==> src/rtl/lcd_controller.sv <==
// lcd_controller: HD44780-style 4-bit LCD power-up/init sequencer and byte writer.
module lcd_controller #(
  parameter int POWERUP_CYCLES    = 750000,
  parameter int INIT_WAIT_CYCLES  = 205000,
  parameter int SETUP_CYCLES      = 2,
  parameter int E_PULSE_CYCLES    = 12,
  parameter int CMD_WAIT_CYCLES   = 2000,
  parameter int CLEAR_WAIT_CYCLES = 82000
) (
  input  logic       clock,
  input  logic       reset,
  input  logic       wr_valid,
  input  logic       wr_rs,
  input  logic [7:0] wr_data,
  output logic       wr_ready,
  output logic [3:0] lcd_data,
  output logic       lcd_rs,
  output logic       lcd_e,
  output logic       init_done
);
  localparam logic [23:0] PU = 24'(POWERUP_CYCLES);
  localparam logic [23:0] IW = 24'(INIT_WAIT_CYCLES);
  localparam logic [23:0] SU = 24'(SETUP_CYCLES);
  localparam logic [23:0] EP = 24'(E_PULSE_CYCLES);
  localparam logic [23:0] CW = 24'(CMD_WAIT_CYCLES);
  localparam logic [23:0] LW = 24'(CLEAR_WAIT_CYCLES);
  localparam logic [31:0] INIT_BYTES = 32'h28_0C_06_01;
  typedef enum logic [3:0] {
    PWRUP, INIT_NIB, INIT_WAIT, SETUP_HI, PULSE_HI, GAP, SETUP_LO, PULSE_LO, EXEC_WAIT, IDLE
  } state_t;
  state_t      state;
  logic [23:0] cnt;
  logic [2:0]  idx;
  logic        rs_q;
  logic [7:0]  byte_q;
  logic        last;
  logic [1:0]  k;
  logic [7:0]  next_byte;
  logic [23:0] exec_len;
  assign last      = cnt == 24'd1;
  // idx 0..3 walks the init nibbles, 4..7 the init bytes; k picks the next init byte
  assign k         = idx[1:0] + 2'd1;
  assign next_byte = INIT_BYTES[{~k, 3'b000} +: 8];
  assign exec_len  = (!rs_q && byte_q[7:2] == 6'd0 && byte_q[1:0] != 2'd0) ? LW : CW;
  always_ff @(posedge clock or posedge reset) begin
    if (reset) begin
      state     <= PWRUP;
      cnt       <= PU;
      idx       <= 3'd0;
      rs_q      <= 1'b0;
      byte_q    <= 8'h00;
      lcd_e     <= 1'b0;
      lcd_rs    <= 1'b0;
      lcd_data  <= 4'h0;
      wr_ready  <= 1'b0;
      init_done <= 1'b0;
    end else begin
      cnt <= cnt - 24'd1;
      case (state)
        PWRUP: if (last) begin
          state    <= INIT_NIB;
          cnt      <= SU;
          lcd_data <= 4'h3;
        end
        INIT_NIB: if (last) begin
          state <= lcd_e ? INIT_WAIT : INIT_NIB;
          cnt   <= lcd_e ? IW : EP;
          lcd_e <= ~lcd_e;
        end
        INIT_WAIT: if (last) begin
          idx <= idx + 3'd1;
          cnt <= SU;
          if (idx == 3'd3) begin
            state    <= SETUP_HI;
            rs_q     <= 1'b0;
            byte_q   <= next_byte;
            lcd_data <= next_byte[7:4];
          end else begin
            state    <= INIT_NIB;
            lcd_data <= (idx == 3'd2) ? 4'h2 : 4'h3;
          end
        end
        SETUP_HI: if (last) begin
          state <= PULSE_HI;
          cnt   <= EP;
          lcd_e <= 1'b1;
        end
        PULSE_HI: if (last) begin
          state <= GAP;
          cnt   <= EP;
          lcd_e <= 1'b0;
        end
        GAP: if (last) begin
          state    <= SETUP_LO;
          cnt      <= SU;
          lcd_data <= byte_q[3:0];
        end
        SETUP_LO: if (last) begin
          state <= PULSE_LO;
          cnt   <= EP;
          lcd_e <= 1'b1;
        end
        PULSE_LO: if (last) begin
          state <= EXEC_WAIT;
          cnt   <= exec_len;
          lcd_e <= 1'b0;
        end
        EXEC_WAIT: if (last) begin
          if (!init_done && idx != 3'd7) begin
            state    <= SETUP_HI;
            cnt      <= SU;
            idx      <= idx + 3'd1;
            byte_q   <= next_byte;
            lcd_data <= next_byte[7:4];
          end else begin
            state     <= IDLE;
            wr_ready  <= 1'b1;
            init_done <= 1'b1;
            lcd_rs    <= 1'b0;
            lcd_data  <= 4'h0;
          end
        end
        IDLE: if (wr_valid && wr_ready) begin
          state    <= SETUP_HI;
          cnt      <= SU;
          wr_ready <= 1'b0;
          rs_q     <= wr_rs;
          byte_q   <= wr_data;
          lcd_rs   <= wr_rs;
          lcd_data <= wr_data[7:4];
        end
        default: state <= PWRUP;
      endcase
    end
  end
endmodule
==> config.mk <==
export PLATFORM = sky130hd
export DESIGN_NAME = lcd_controller
export DESIGN_NICKNAME = d
export VERILOG_FILES = /design/src/rtl/lcd_controller.sv
export SDC_FILE = /design/constraint.sdc
export NUM_CORES = 1
export LEC_CHECK = 0
export ABC_AREA = 1
export BUFFER_PORTS_ARGS = -buffer_cell sky130_fd_sc_hd__buf_4
export CELL_PAD_IN_SITES_DETAIL_PLACEMENT = 0
export CELL_PAD_IN_SITES_GLOBAL_PLACEMENT = 1
export CORE_MARGIN = 3
export CORE_UTILIZATION = 42
export CTS_BUF_LIST = sky130_fd_sc_hd__clkbuf_4 sky130_fd_sc_hd__clkbuf_8
export DETAILED_ROUTE_END_ITERATION = 16
export GPL_TIMING_DRIVEN = 0
export PLACE_DENSITY_LB_ADDON = 0.1
export SLEW_MARGIN = 20
export SYNTH_ARGS = -nofsm -noshare
export SYNTH_HDL_FRONTEND = slang
export SYNTH_SLANG_ARGS = --single-unit
==> constraint.sdc <==
create_clock -name clock -period 1.9 [get_ports clock]
set_input_delay 0.19 -clock clock [delete_from_list [all_inputs] [get_ports clock]]
set_output_delay 0.19 -clock clock [all_outputs]
set_load 0.02 [all_outputs]
==> impl_results.md <==
- Outcome: complete, no violations
- VDD IR max: 0.000405 V
- Cell Pwr Density: between 400 and 500 mW/mm^2
- Worst path max stage delay: approximately 0.42 ns
- Syn nets: 439
- Final worst slack: between 0.07 and 0.08 ns
- Vias: 2763
- TritonRoute pass-1 iters: 4
- Cell Rows: 30
- Die area: 0.00853 sq mm
- Period utilisation layout: between 90% and 100%
- Relative slew slack: 72.9%
- CP endpoint kind: register
- Crit path top cell by count: nor2_4
- Max Fclk: 547 MHz
- Antenna violation net count after detailed routing: 0
- GR Overflow Total: 0
- Multi-input logic area: 0.00182 sq mm
- Seq/Total Area, Yosys: 38.8%
- Prevailing post-synth register cell: dfrtp_1
- Critical path startpoint category: register
- RSZ-0062 raised after global routing: true
- Clock slew at the register clock pins of the worst setup and hold paths: roughly 0.10 ns
- Slew of the pin with the lowest slew margin: 0.406 ns
- Critical path's top delay family: simple AND/OR/NAND/NOR gates
- Leading area contributor after synthesis: dfrtp_1
- Met2 global-route usage: 32.6%
- CTS Buf Count: 5
- CTS Buffer Depth: 2
- Hold crit path type: in -> reg
- # diodes: 0
- Share of the synthesized area in the top cell type: 30.4%
- Most frequent cell after synthesis: nand2_1
- Core area: 0.00702 sq mm
- Number of max-cap violations: 0
- Synth Register Bits: 48
- Clock sinks: between 40 and 50
- Met1 global-route usage: between 20 and 25%
- WL final: approximately 7.7 mm
- Yosys warnings: 0
- Mapped Area: between 0.003 and 0.004 sq mm
- Top Usage Layer GRT: met2
- Met3 Track Usage GR: 3.01%
- Num ports: 20
- First-pass GRT wire length: 13.0 mm
- CTS root buffer: clkbuf_8
- Gpl congestion: approximately 0.80
- Die Wd: between 90 and 100 microns
- Reg area: 0.00122 sq mm
- 1st-iter DRT viols: 68
- DR DRC count: 0
- Setup violators final: 0
- Flop-to-flop setup slack: ~0.072 ns
- Syn Inst Count: 419
- Crit-path max FO: 5
- Initial antenna violation count: 0
- Initial Util: 44.6%
- Clk_lat worst skew: 0.31 ns
- Port Buffers: 19
- Filler Cells Inserted: 704
- EDFF count, synth: 0
- Share of layout cells above drive strength 1: 24.9%
- Dpl ws: -0.232 ns
- Die Ht: 92.4 microns
- Post-synth cell types: 35
- Avg Inst Size Synth: between 7 and 8 sq um
- Post-synth top cells: nand2_1, nor2_1, inv_1
- Synth area leaders: dfrtp_1, nand2_1, dfstp_2, nor2_1, inv_1
- Worst Path Buf+Inv: 1
- WL per Instance: between 10 and 15 microns
- Crit-path slowest cell: dfrtp_1
- Post-route minimum period: 1.83 ns
- Slew Limit Fails: 0
- Critical path type: reg -> reg
- Async S/R FF share, synth: 100%
- Overall Global Routing Usage: a little under a fifth
- Synth-to-layout area growth: 19.6%
- Final net count: 481
- Cells along the critical path: nor2_4 -> nand2_2 -> nor2_4 -> nand3_4 -> nand2_4 -> nand4_1 -> nor2_4 -> buf_6 -> nor2_1
- CTS tree: yes
- Setup_tns: 0 ns
- Vias per cell: ~5
- Final Hold Violating Endpoints: 0
- CP Data Required Time: 2.10 ns
- Pin count of the biggest net entering global routing: 33
- H-tree depth: 2
- Vias in the first global route: 2742
- Setup Skew: 0.0109 ns
- Post-DP HPWL: 5.77 mm
- WP data arrival: 2.03 ns
- Static Leak: 1.67 nW
==> repair_timing <==
action,4_1_cts,5_1_grt
cloned,0,2
hold buffers,1,0
setup endpoints to repair,27,39
buffers inserted,3,9
pin swaps,3,10
hold endpoints to repair,12,0
resized for setup,5,24
==> worst paths after layout <==
path,end,startpoint,cells after the start
min in group asynchronous,byte_q[3],reset,3
max,cnt[0],cnt[15],9
max in group asynchronous,cnt[14],reset,4
max reg2reg,cnt[0],cnt[15],9
min,byte_q[4],wr_data[4],3
min reg2reg,lcd_data[3],lcd_data[3],2
==> logic make-up after synthesis <==
logic type | Yosys count | synth area share [%]
AOI/OAI and AO/OA | 51 | 8.75
xor gates and xnor gates | 19 | 5.31
adders and majority gates | 8 | 3.20
buffers and inverters | 48 | 6.15
DFF | 48 | 38.8
and+or+nand+nor | 245 | 37.8
==> cell type report <==
cell class	instances	share of cell area [%]
multi-input cells	323	48.5
flip-flops and latches	48	32.5
repair buffers	35	7.52
inverters	45	4.51
well taps	96	3.21
clock buffers	5	1.84
clock inverters	3	1.24
plain buffers	3	0.735
==> sequential cells by signal (all words and copies together) (netlist names) <==
name,cells
lcd_rs,1
idx,3
rs_q,1
cnt,24
lcd_data,4
state,4
byte_q,8
wr_ready,1
init_done,1
lcd_e,1
==> through the flow <==
| step | utilization [%] | instance area [sq um] | hold WS [ns] | instances | total power [mW] |
|---|---|---|---|---|---|
| after floorplan | - | 3130 | 0.328 | 419 | 1.06 |
| after global placement | 48.4 | 3390 | 0.445 | 534 | 1.08 |
| after detailed placement | 48.6 | 3410 | 0.213 | 535 | 1.09 |
| after CTS | 51.1 | 3580 | 0.113 | 547 | 1.87 |
| after global routing | 53.4 | 3750 | 0.123 | 558 | 1.90 |
| final | 53.4 | 3750 | 0.122 | 558 | 1.84 |
==> layout by cell type, fill, tap and decap left out, types with 2 or more instances in the layout <==
cell type	synthesis	routed
nand3_1	24	22
xnor2_1	10	10
ha_1	8	6
nand2_2	5	6
nor2_4	11	16
nor3b_1	3	3
nand4_1	3	3
a21oi_1	10	10
nor2_2	14	11
nand2_1	119	118
inv_1	40	37
xor2_1	9	9
o21ai_1	7	8
inv_2	5	8
o22ai_1	2	2
buf_4	1	32
buf_6	1	3
or2_2	2	2
nand3_4	2	5
clkbuf_8	0	5
nand3b_1	2	2
dfrtp_2	0	2
dfrtp_1	38	36
nor3_1	4	4
nand2_4	2	2
nor2_1	49	47
nand3_2	3	2
dfstp_2	10	10
o21ai_0	27	25
==> worst min-delay path, stage by stage <==
cell     delay, ns
buf_4         0.09
nand3_1       0.07
nand2_1       0.06
==> routing by layer <==
layer  routed length, microns  vias to the layer above  share of wire [%]
met2                     3750                       43                 49
met1                     3590                     1298                 47
met4                      125                        0                1.6
met5                        0                        -                  0
li1                         -                     1410                  -
met3                      210                       12                2.7
==> power breakdown <==
group          switching [mW]  total [mW]  leakage [nW]  internal [mW]
clock network           0.377       0.774        0.0548          0.397
registers                   0        1.02         0.540           1.02
logic                  0.0264      0.0467          1.08         0.0202
(Power assumes the default switching activity.)
